$ cat config.mk
export PLATFORM = sky130hd
export DESIGN_NAME = min_sec_counter
export DESIGN_NICKNAME = d
export VERILOG_FILES = /design/src/rtl/clock_pkg.sv /design/src/rtl/bcd60_counter.sv /design/src/rtl/min_sec_counter.sv
export SDC_FILE = /design/constraint.sdc
export NUM_CORES = 1
export LEC_CHECK = 0
export BUFFER_PORTS_ARGS = -buffer_cell sky130_fd_sc_hd__buf_2
export CAP_MARGIN = 0
export CELL_PAD_IN_SITES_DETAIL_PLACEMENT = 1
export CELL_PAD_IN_SITES_GLOBAL_PLACEMENT = 1
export CORE_AREA = 3 3 106 108
export DETAILED_ROUTE_END_ITERATION = 6
export DIE_AREA = 0 0 109 111
export GPL_ROUTABILITY_DRIVEN = 0
export PLACE_DENSITY_LB_ADDON = 0.1
export SYNTH_ARGS = -nofsm -noshare
export SYNTH_HDL_FRONTEND = slang
export SYNTH_SLANG_ARGS = --single-unit
export TNS_END_PERCENT = 100
$ cat constraint.sdc
create_clock -name clk -period 2.8 [get_ports clk]
set_input_delay 0.14 -clock clk [delete_from_list [all_inputs] [get_ports clk]]
set_output_delay 0.14 -clock clk [all_outputs]
set_load 0.02 [all_outputs]
$ cat src/rtl/clock_pkg.sv
// rtl/clock_pkg.sv - Shared BCD digit limits and types for the clock datapath.
package clock_pkg;
    localparam int         BCD_W            = 4;
    localparam logic [3:0] UNITS_MAX        = 4'd9;
    localparam logic [3:0] TENS60_MAX       = 4'd5;
    localparam logic [3:0] HOUR_TENS_MAX    = 4'd2;
    localparam logic [3:0] HOUR23_UNITS_MAX = 4'd3;

    typedef logic [BCD_W-1:0] bcd_t;
endpackage

$ cat src/rtl/bcd60_counter.sv
// rtl/bcd60_counter.sv - Two-digit BCD 00..59 counter with combinational wrap carry.
module bcd60_counter
    import clock_pkg::*;
(
    input  logic clk,
    input  logic rst_n,
    input  logic clear,
    input  logic inc,
    output bcd_t tens,
    output bcd_t units,
    output logic carry
);
    bcd_t tens_q, tens_d;
    bcd_t units_q, units_d;
    logic at_max;

    assign at_max = (tens_q == TENS60_MAX) && (units_q == UNITS_MAX);
    assign carry  = inc && at_max;
    assign tens   = tens_q;
    assign units  = units_q;

    always_comb begin
        tens_d  = tens_q;
        units_d = units_q;
        if (clear) begin
            tens_d  = '0;
            units_d = '0;
        end else if (inc) begin
            if (units_q == UNITS_MAX) begin
                units_d = '0;
                tens_d  = (tens_q == TENS60_MAX) ? '0 : tens_q + 4'd1;
            end else begin
                units_d = units_q + 4'd1;
            end
        end
    end

    always_ff @(posedge clk or negedge rst_n) begin
        if (!rst_n) begin
            tens_q  <= '0;
            units_q <= '0;
        end else begin
            tens_q  <= tens_d;
            units_q <= units_d;
        end
    end
endmodule

$ cat src/rtl/min_sec_counter.sv
// rtl/min_sec_counter.sv - 1 s prescaler, BCD seconds/minutes and hour-advance pulse.
module min_sec_counter
    import clock_pkg::*;
#(
    parameter int TICK_DIV = 50000000
) (
    input  logic clk,
    input  logic rst_n,
    input  logic clear,
    input  logic en,
    input  logic adj_min,
    input  logic adj_hour,
    output bcd_t sec_h,
    output bcd_t sec_l,
    output bcd_t min_h,
    output bcd_t min_l,
    output logic add_hour_l,
    output logic sec_tick
);
    localparam int            PW         = $clog2(TICK_DIV);
    localparam logic [PW-1:0] PRESC_LAST = PW'(TICK_DIV - 1);

    logic [PW-1:0] presc_q, presc_d;
    logic          sec_tick_q, sec_tick_d;
    logic          add_hour_q, add_hour_d;
    logic          tick;
    logic          sec_carry, min_carry, min_inc, hour_req;

    assign tick = en && (presc_q == PRESC_LAST);

    bcd60_counter u_sec (
        .clk   (clk),
        .rst_n (rst_n),
        .clear (clear),
        .inc   (tick),
        .tens  (sec_h),
        .units (sec_l),
        .carry (sec_carry)
    );

    // Seconds carry and manual adjust merge into one increment, so a coincidence yields +1.
    assign min_inc  = sec_carry || adj_min;
    assign hour_req = sec_carry && min_carry;

    bcd60_counter u_min (
        .clk   (clk),
        .rst_n (rst_n),
        .clear (clear),
        .inc   (min_inc),
        .tens  (min_h),
        .units (min_l),
        .carry (min_carry)
    );

    always_comb begin
        presc_d    = presc_q;
        sec_tick_d = 1'b0;
        add_hour_d = 1'b0;
        if (clear) begin
            presc_d = '0;
        end else begin
            if (en) begin
                presc_d = tick ? '0 : presc_q + PW'(1);
            end
            sec_tick_d = tick;
            add_hour_d = hour_req || adj_hour;
        end
    end

    always_ff @(posedge clk or negedge rst_n) begin
        if (!rst_n) begin
            presc_q    <= '0;
            sec_tick_q <= 1'b0;
            add_hour_q <= 1'b0;
        end else begin
            presc_q    <= presc_d;
            sec_tick_q <= sec_tick_d;
            add_hour_q <= add_hour_d;
        end
    end

    assign sec_tick   = sec_tick_q;
    assign add_hour_l = add_hour_q;
endmodule

# == Word level (Yosys, flattened, before mapping) ==
# Index checks and enable logic that the tools add are counted.
# word_totals
regBits,44
input_bits,6
out_inout_bits,18
# classes
add_sub_neg,5
eq_ne,5
n_mux,19
n_reduce_logical,15
# op_table
op,n
$mux 26,3
$mux 4,14
$add 26x1->26 const B,1
$eq 26x26->1 const B,1
$add 4x1->4 const B,4
$reduce_bool 2->1,5
$eq 4x3->1 const B,2
$eq 4x4->1 const B,2
$logic_and 1x1->1,6
$reduce_and 2->1,2
$logic_or 1x1->1,2
$mux 1,2

# == Logic depth before layout (Yosys ltp) ==
# Gate-level depths: netlist (run 1).
# logic_depth
ltp_word,8
depth_mapped,8

# == Modules after synthesis ==
# From an unflattened synthesis (run 1), not the netlist that was laid out.
# hier_totals
cells_unflattened,282
hier_area_um2,2618.8
# by_module_without_submodules
module,instances,cells_each,area_each_um2,seq_area_each_um2
min_sec_counter,1,184,1645.3,700.7
bcd60_counter,2,49,486.7,200.2

# == Least setup slack after synthesis (run 1) ==
# No wires, ideal clock.
# synth_timing
path_kind,register to register
startpoint,reg presc_q[0]
endpoint,"reg u_min.units_q[0], in the netlist u_min.units[0]"
setup_ps,125
t_arrival_ps,1921
required_ps,2675
setup_slack_ps,754
stages_incl_launch_ff,8
path_cell_list,dfrtp_1 -> ha_1 -> nand4_2 -> nor4_4 -> and3_1 -> buf_6 -> nand2b_4 -> mux2_4
# synth_between
elab_chain_cells,5
# synth_rtl
item,line_no,text
start: declaration,min_sec_counter.sv:23,"logic [PW-1:0] presc_q, presc_d;"
start signal: assignment,min_sec_counter.sv:76,presc_q <= presc_d;
$eq 26x26->1,min_sec_counter.sv:29,assign tick = en && (presc_q == PRESC_LAST);
$logic_and 1x1->1,min_sec_counter.sv:29,
$logic_and 1x1->1,bcd60_counter.sv:18,assign carry = inc && at_max;
$logic_or 1x1->1,min_sec_counter.sv:42,assign min_inc = sec_carry || adj_min;
$reduce_bool 2->1 (no line),--,
end signal: assignment,bcd60_counter.sv:44,units_q <= units_d;
end: declaration,bcd60_counter.sv:14,"bcd_t units_q, units_d;"
# No other way between the ends.
# A chain may end at the register's enable or synchronous reset.

# == Final worst setup path (run 1) ==
# Same ends and word-level chain as after synthesis.

==> results of run 1 <==
## cells by family after synthesis
| kind of cell | synth area share [%] |
|---|---|
| DFF | 42.4 |
| and+or+nand+nor | 31.2 |
| adders and majority gates | 4.33 |
| xor gates and xnor gates | 7.08 |
| buffers and inverters | 3.61 |
| AOI/OAI and AO/OA | 9.10 |
| muxes | 2.36 |
## cell usage after synthesis, types with 3 or more instances
library cell  count
dfrtp_1          44
nor2_1           43
nand2_1          26
nand3_1          17
xor2_1           17
ha_1              9
inv_1             9
a21oi_1           8
nand4_1           7
nor3_1            7
o211ai_1          5
and3_1            4
clkbuf_1          4
nor4_4            4
o21ai_0           4
xnor2_1           4
and4_1            3
buf_2             3
nand3b_1          3
or3_1             3
## flip-flops by register name (all words and copies together), names as in the netlist
signal,flops
u_sec.units,4
u_min.units,4
u_sec.tens,4
sec_tick,1
add_hour_l,1
presc_q,26
u_min.tens,4
## placed cells by master (no fill, tap or decap), drive strengths merged, types with 2 or more instances in the layout
cell	count
mux2	3
and2	2
o211ai	5
nor2b	2
a31oi	2
nor4	7
nand4	9
nand2b	3
mux2i	2
inv	9
nand3	18
nor2	43
or3	3
and3	4
clkbuf	7
xor2	17
nand2	28
and4	3
a21oi	8
ha	9
dfrtp	44
nor3	7
nand3b	3
o21ai	7
and3b	2
buf	27
xnor2	4
## metal layers
metal / track usage [%] / routed length, µm / up-vias
met3: 2.21 / 212 / 9
met1: 16.1 / 3250 / 1045
li1: - / - / 1002
met5: 0 / 0 / -
met2: 20.3 / 3320 / 28
met4: 3.28 / 80 / 0
## worst max-delay path by stage
stage	startpoint	endpoint	slack [ns]
CTS	presc_q[0]$_DFFE_PN0P_	u_min.units[0]$_DFFE_PN0P_	0.43
global placement	presc_q[0]$_DFFE_PN0P_	u_min.units[0]$_DFFE_PN0P_	0.57
global route	presc_q[0]$_DFFE_PN0P_	u_min.units[0]$_DFFE_PN0P_	0.26
floorplan	presc_q[0]$_DFFE_PN0P_	u_min.units[0]$_DFFE_PN0P_	0.75
finish	presc_q[0]$_DFFE_PN0P_	u_min.units[0]$_DFFE_PN0P_	0.45
detailed placement	presc_q[0]$_DFFE_PN0P_	u_min.units[0]$_DFFE_PN0P_	0.45
## per-stage QoR
stage	hold WS, ns	cell area, µm²	power (mW)	instances	util [%]
2_1_floorplan	-0.156	2600	0.788	272	-
3_3_place_gp	0.391	2850	0.858	425	27.6
3_5_place_dp	0.376	2850	0.857	425	27.6
4_1_cts	0.0610	2950	1.32	432	28.6
5_1_grt	0.0730	2950	1.36	432	28.6
6_report	-0.00743	2950	1.28	432	28.6
## cell type report
type	instances	area [µm²]
clock buffers	7	96.3
fillers	1203	7370
inverters	9	33.8
multi-input cells	209	1400
flip-flops and latches	44	1100
well taps	136	170
repair buffers	27	145
## power by group through the flow
stage	Clock, mW	Sequential [mW]	Combinational, mW
global route	0.491	0.689	0.176
floorplan	0	0.713	0.0746
CTS	0.475	0.684	0.160
global placement	0	0.697	0.161
detailed placement	0	0.698	0.159
finish	0.444	0.683	0.154
==> flow_summary.toml, run 1 <==
[logic_synthesis]
synth_nets = 287
netlist_instances = 272
synth_cell_types = 57
synthArstFlopShare_pct = 100
synthDominantCellAreaShare_pct = 42.4
yosysTopAreaCell = "dfrtp_1"
yosysSeqAreaShare_pct = 42.4
synth_edf_count = 0
syn_area_um2 = 2600
synth_seq_cells = 44
ys_top_cells_by_area = "dfrtp_1 (42%), nor2_1 (6.2%), xor2_1 (5.7%)"
yosys_warnings = 0
synth_area_per_cell_um2 = 9.55
synth_ff_type = "dfrtp_1"

[critical_path]
required_ns = 2.99
setup.worst_path.class = "reg -> reg"
cp-end-kind = "flip-flop"
r2r-end = "u_min.units[0]$_DFFE_PN0P_"
crit_fanout = 7
critPathArrivalTime_ns = 2.55
max_stage_delay_ns = 0.44
cp_top_family = "simple AND/OR/NAND/NOR gates"
path_cells = "ha_1 > nand4_2 > nor4_4 > and3_1 > nand2b_4 > mux2_4"
cp.depth = 6
r2r_slack_ns = 0.45
cp-start-kind = "flip-flop"
r2r-start = "presc_q[0]$_DFFE_PN0P_"
path_buf_inv = 0
critPathSlowestCell = "dfrtp_1"
worst-r2r-cell-count = 6

[detailed_routing]
viasPerCell = 4.82
drt-total-wl_um = 6870
vias = 2084
drc = 0
drt_iter0_drc = 66
wl_per_cell_um = 15.9
ant_nets = 0
drt-pass1-iter-count = 4

[clock_tree]
cts_root_buf = "clkbuf_8"
cts_tree = "yes"
clock_path_buffers = 2
htreeDepth = 2
clock_latency_ns = 0.30
cts_setup_buffers = 0
cts_made_buffers = 5
ctsResizeCount = 0
clk_pin_slew_ns = 0.09
hold_buffers = 0
clock_sinks = 44

[run]
cap_violations = 0

[floorplanning]
die_y_um = 111
start_util_pct = 25.2
io_pins = 24
rows = 37
core_um2 = 10300
die-area_um2 = 12100
dieWidth_um = 109

[placed_design]
place_ws_ns = 0.446
io_buffers = 23
dp_hpwl_um = 4970

[finish]
fin_nets = 311
layout-drive-gt1-share_pct = 17.6
antenna_cells = 0
areaGrowthSynthToFinish_pct = 13.5

[status]
outcome = "finished, violations left"
violations = "hold timing"

[sta]
max_freq_ghz = 0.425
setup_slack_ns = 0.446
worst_slew_pin_slew_ns = 1.03
finalHoldViolations = 5
fin_crit_sh_pct = 84.1
holdWs_ns = -0.00743
slew_violations = 0
relSlewSlack_pct = 31.1
setup_tns_ns = 0
skew_ns = 0.00845
rsz0062_at_grt = "no"
finalSetupViolations = 0
timing.final.crit_period_ns = 2.35

[pwr]
p_clk_share_pct = 34.6
ir_drop_v = 0.000159
leakagePower_nw = 1.32
p_per_area_nw_per_um2 = 434
intPower_mw = 0.930
switching_power_mw = 0.351
comb_power_share_pct = 12.1
power_frac_seq_pct = 53.3
power.share.switching_pct = 27.4

[global_routing]
grt_max_degree = 45
antenna_found_initial = 0
grt_pass1_wl_um = 11700
grt.total_usage_pct = 12.2
grt_pass1_vias = 2227
grt_overflow_total = 0

[worst_hold_path]
hp-class = "in -> async"
Power figures use the tool's default switching activity.
==> inputs of run 2 (changes only) <==
Clock period 2.8 ns to 1.9 ns, I/O delays scaled along.
==> run 2 against run 1 <==
  * The flow now finishes without violations
  * Setup slack lost 0.42 ns
  * Register-to-register slack lost 0.42 ns
  * Combinational power grew 69%
  * Sequential power grew 46%
  * Sequential share of layout area shrank 4.4 points
  * Via count grew 7.0%
  * Wire length grew 7.4%
  * Hold slack gained 0.039 ns
  * Die area is the same
  * Largest power group unchanged
==> flow_summary.toml, run 2 (synthesis gave the netlist of run 1 again) <==
[critical_path]
cp-end-kind = "flip-flop"
r2r-end = "u_min.tens[0]$_DFFE_PN0P_"
cp-start-kind = "flip-flop"
path_cells = "inv_2 > ha_4 > nand4b_1 > nor4_4 > and3_4 > buf_6 > o21ai_4 > mux2_4"
r2r-start = "u_sec.units[1]$_DFFE_PN0P_"
worst-r2r-cell-count = 8
setup.worst_path.class = "reg -> reg"
critPathSlowestCell = "dfrtp_2"
critPathArrivalTime_ns = 2.06
path_buf_inv = 2
r2r_slack_ns = 0.03
cp_top_family = "simple AND/OR/NAND/NOR gates"
max_stage_delay_ns = 0.42
required_ns = 2.09
crit_fanout = 6

[detailed_routing]
drc = 0
vias = 2230
drt_iter0_drc = 69
drt-pass1-iter-count = 4
viasPerCell = 4.70
drt-total-wl_um = 7380
wl_per_cell_um = 15.6
ant_nets = 0

[finish]
final_cells = 474
fin_nets = 352
layout-drive-gt1-share_pct = 29.9
fillers = 1213
top_register = "presc_q"
largest_register_ffs = 26
antenna_cells = 0
final_cell_mix = "nor2_1 (42), dfrtp_1 (42), buf_4 (41), nand2_1 (26), buf_2 (23)"
areaGrowthSynthToFinish_pct = 29.1
design_area_um2 = 3360

[placed_design]
dp_cells = 463
dp_hpwl_um = 5580
io_buffers = 23
placed_area_um2 = 3170

[run]
cap_violations = 0

[floorplanning]
io_pins = 24
start_util_pct = 25.2
rows = 37
core_um2 = 10300
dieWidth_um = 109
die_y_um = 111
die-area_um2 = 12100

[clock_tree]
cts_made_buffers = 5
clock_sinks = 44
clock_latency_ns = 0.29
htreeDepth = 2
cts_tree = "yes"
cts_root_buf = "clkbuf_8"
clk_pin_slew_ns = 0.09
clock_path_buffers = 2

[sta]
timing.final.crit_period_ns = 1.87
slew_violations = 0
skew_ns = 0.00461
worst_slew_pin_slew_ns = 0.405
finalHoldViolations = 0
rsz0062_at_grt = "yes"
max_freq_ghz = 0.534
finalSetupViolations = 0
fin_crit_sh_pct = 98.6
setup_tns_ns = 0
relSlewSlack_pct = 72.9

[global_routing]
grt_pass1_vias = 2438
grt_pass1_wl_um = 12900
grt.total_usage_pct = 13.3
grt_overflow_total = 0
grt_max_degree = 24
antenna_found_initial = 0

[worst_hold_path]
hp-class = "in -> reg"
whs_endpoint = "add_hour_l$_DFF_PN0_"
hp-start = "adj_hour"
holdPathStages = 3

[status]
outcome = "finished, final reports clean"

[pwr]
ir_drop_v = 0.000273
leakagePower_nw = 1.56
p_per_area_nw_per_um2 = 565
power_mw = 1.90
-- run 2: area by class of cell --
type                    instances  area, µm²  share of cell area [%]
multi-input cells             209       1480                    44.2
flip-flops and latches         44       1100                    32.9
repair buffers                 68        475                    14.2
well taps                     136        170                    5.07
clock buffers                   8       90.1                    2.68
inverters                       9       33.8                    1.01
-- run 2: worst register-to-register path: cells and delay by family (launching register included) --
kind | cells | cell delay [ns]
mux | 1 | 0.29
compound gates | 1 | 0.07
fa+ha+maj | 1 | 0.12
buf+inv | 2 | 0.19
simple gates | 3 | 0.67
flops | 1 | 0.42
-- run 2: worst max path at each step --
| stage | startpoint | end | slack (ns) | depth (start not counted) |
|---|---|---|---|---|
| detailed placement | presc_q[0]$_DFFE_PN0P_ | u_min.tens[0]$_DFFE_PN0P_ | -0.002 | 7 |
| CTS | presc_q[1]$_DFFE_PN0P_ | u_min.tens[0]$_DFFE_PN0P_ | 0.007 | 7 |
| floorplan | u_sec.units[1]$_DFFE_PN0P_ | u_min.units[0]$_DFFE_PN0P_ | -0.10 | 8 |
| finish | u_sec.units[1]$_DFFE_PN0P_ | u_min.tens[0]$_DFFE_PN0P_ | 0.03 | 8 |
| global placement | presc_q[0]$_DFFE_PN0P_ | u_min.tens[0]$_DFFE_PN0P_ | 0.06 | 7 |
| global route | u_sec.units[1]$_DFFE_PN0P_ | u_min.tens[0]$_DFFE_PN0P_ | -0.08 | 8 |
-- run 2: through the flow --
step / setup WS, ns / util, % / hold slack (ns)
floorplan: -0.100 / - / -0.201
global placement: 0.0611 / 30.7 / 0.120
detailed placement: -0.00159 / 30.7 / 0.123
CTS: 0.00708 / 31.9 / 0.0240
global route: -0.0753 / 32.5 / 0.0295
finish: 0.0258 / 32.5 / 0.0314
-- run 2: timing repair --
item	4_1_cts	5_1_grt
buffers inserted	0	2
gates resized for setup	3	11
cloned	0	0
endpoints found under the setup margin	1	10
pin swaps	3	6
hold endpoints to repair	44	0
hold buffers	1	0
-- run 2: metal layers --
metal  part of all wire, %  wire [µm]  global-route usage (%)
met1                    46       3390                    17.9
met2                    51       3780                    22.4
met4                  0.84         62                    2.78
met5                     0          0                       0
met3                   1.9        142                    2.10
-- run 2: where the power goes --
| part | total, mW | switching [mW] | internal [mW] |
|---|---|---|---|
| registers | 1.00 | 0.0366 | 0.965 |
| logic | 0.261 | 0.159 | 0.102 |
| clock network | 0.632 | 0.334 | 0.298 |
| total | 1.90 | 0.530 | 1.37 |
==> inputs of run 3 (changes only) <==
Settings changed: CORE_AREA 3 3 106 108 to 3 3 84 86, DIE_AREA 0 0 109 111 to 0 0 87 89.
==> run 3 against run 2 <==
  * Critical path depth decreased by 1
  * Total power about the same
  * Die area decreased by 36%
  * First-iteration DRC count decreased by 32%
  * Critical path type unchanged
  * Largest cell class unchanged
  * Design area decreased by 4.0%
  * Global-route usage increased by 5.6 points
==> flow_summary.toml, run 3 (synthesis gave the netlist of run 1 again) <==
[status]
outcome = "finished, final reports clean"

[sta]
setup_tns_ns = 0
skew_ns = 0.0129
slew_violations = 0
relSlewSlack_pct = 69.1
worst_slew_pin_slew_ns = 0.463
finalSetupViolations = 0
timing.final.crit_period_ns = 1.77
max_freq_ghz = 0.564
fin_crit_sh_pct = 93.3
finalHoldViolations = 0
holdWs_ns = 0.0283
rsz0062_at_grt = "yes"

[detailed_routing]
wl_per_cell_um = 16.4
drt-total-wl_um = 6710
drc = 0
drt_iter0_drc = 47
vias = 2187
drt-pass1-iter-count = 6
ant_nets = 0
viasPerCell = 5.36

[clock_tree]
cts_made_buffers = 5
clock_path_buffers = 2
cts_root_buf = "clkbuf_8"
clk_pin_slew_ns = 0.09
htreeDepth = 2
cts_tree = "yes"
clock_sinks = 44
clock_latency_ns = 0.31

[pwr]
power_mw = 1.90
ir_drop_v = 0.000351
leakagePower_nw = 1.53
p_per_area_nw_per_um2 = 588

[critical_path]
setup.worst_path.class = "reg -> reg"
required_ns = 2.10
crit_fanout = 6
cp-start-kind = "flip-flop"
cp-end-kind = "flip-flop"
critPathArrivalTime_ns = 1.98

[global_routing]
grt_overflow_total = 0
antenna_found_initial = 0
grt_pass1_wl_um = 11600
grt_pass1_vias = 2403
grt.total_usage_pct = 18.9
grt_max_degree = 19

[finish]
mostFrequentLayoutCell = "nor2_1"
antenna_cells = 0
design_area_um2 = 3220
largest_register_ffs = 26
layout-drive-gt1-share_pct = 30.5
final_cell_mix = "nor2_1 (42), dfrtp_1 (40), buf_4 (36), nand2_1 (25), buf_2 (23)"
areaGrowthSynthToFinish_pct = 24.0
fin_nets = 345
top_register = "presc_q"

[worst_hold_path]
hp-class = "in -> reg"

[floorplanning]
io_pins = 24
die-area_um2 = 7740
die_y_um = 89
dieWidth_um = 87
rows = 29
core_um2 = 6350
start_util_pct = 40.9

[placed_design]
dp_hpwl_um = 5000
placed_area_um2 = 3030
io_buffers = 23

[run]
cap_violations = 0
run 3: changes by cell type in the layout (fill, tap and decap cells not counted), sizes merged:
cell | previous run | this run
clkbuf | 8 | 6
clkinv | 0 | 2
buf | 67 | 60
run 3: layer usage:
layer	track usage, %	part of all wire (%)	vias up
li1	-	-	1074
met1	23.3	46	1079
met2	34.4	50	28
met3	2.76	2.6	6
met4	5.38	1.1	0
met5	0	0	-
run 3: stage by stage:
step	setup WS [ns]	util, %	instances
after floorplan	-0.100	-	272
after detailed placement	0.00466	47.8	396
after CTS	0.00131	49.4	405
after global placement	0.0596	47.8	396
final	0.127	50.7	408
after global routing	-0.0219	50.7	408
run 3: area by class of cell:
| cell class | instances | area (µm²) |
|---|---|---|
| sequential | 44 | 1110 |
| fill | 738 | 3130 |
| multi-input combinational | 209 | 1480 |
| clock buffer | 6 | 82.6 |
| inverter | 9 | 33.8 |
| tap | 77 | 96.3 |
| timing repair buffer | 61 | 415 |
| clock inverter | 2 | 10.0 |
run 3: worst max-delay path, cell delays in order (launching register included):
cell	delay (ns)
dfrtp_1	0.40
ha_4	0.18
nand4_4	0.11
nor4_4	0.29
buf_4	0.18
nand2_4	0.07
nor2_2	0.11
mux2_2	0.33
run 3: what timing repair did:
item | CTS | global route
endpoints found under the hold margin | 16 | 0
gates resized for setup | 0 | 16
hold buffers | 1 | 0
endpoints found under the setup margin | 0 | 38
buffers inserted | 0 | 3
run 3: power by group:
part           switching (mW)  leakage [nW]  internal [mW]  total (mW)
logic                   0.157         0.876          0.103       0.260
clock network           0.340        0.0510          0.291       0.631
registers              0.0394         0.601          0.965        1.00
run 3: path summary, 6_finish.rpt:
| path | from | to | slack (ns) | cells past startpoint |
|---|---|---|---|---|
| min in group asynchronous | rst_n | u_sec.tens[3]$_DFFE_PN0P_ | 0.26 | 2 |
| worst max register to register | presc_q[0]$_DFFE_PN0P_ | u_sec.tens[3]$_DFFE_PN0P_ | 0.13 | 7 |
| worst max-delay path | presc_q[0]$_DFFE_PN0P_ | u_sec.tens[3]$_DFFE_PN0P_ | 0.13 | 7 |
| worst min-delay path | adj_hour | add_hour_l$_DFF_PN0_ | 0.03 | 3 |
| worst min register to register | u_min.tens[3]$_DFFE_PN0P_ | u_min.tens[3]$_DFFE_PN0P_ | 0.50 | 1 |
| max in group asynchronous | rst_n | presc_q[1]$_DFFE_PN0P_ | 1.05 | 3 |
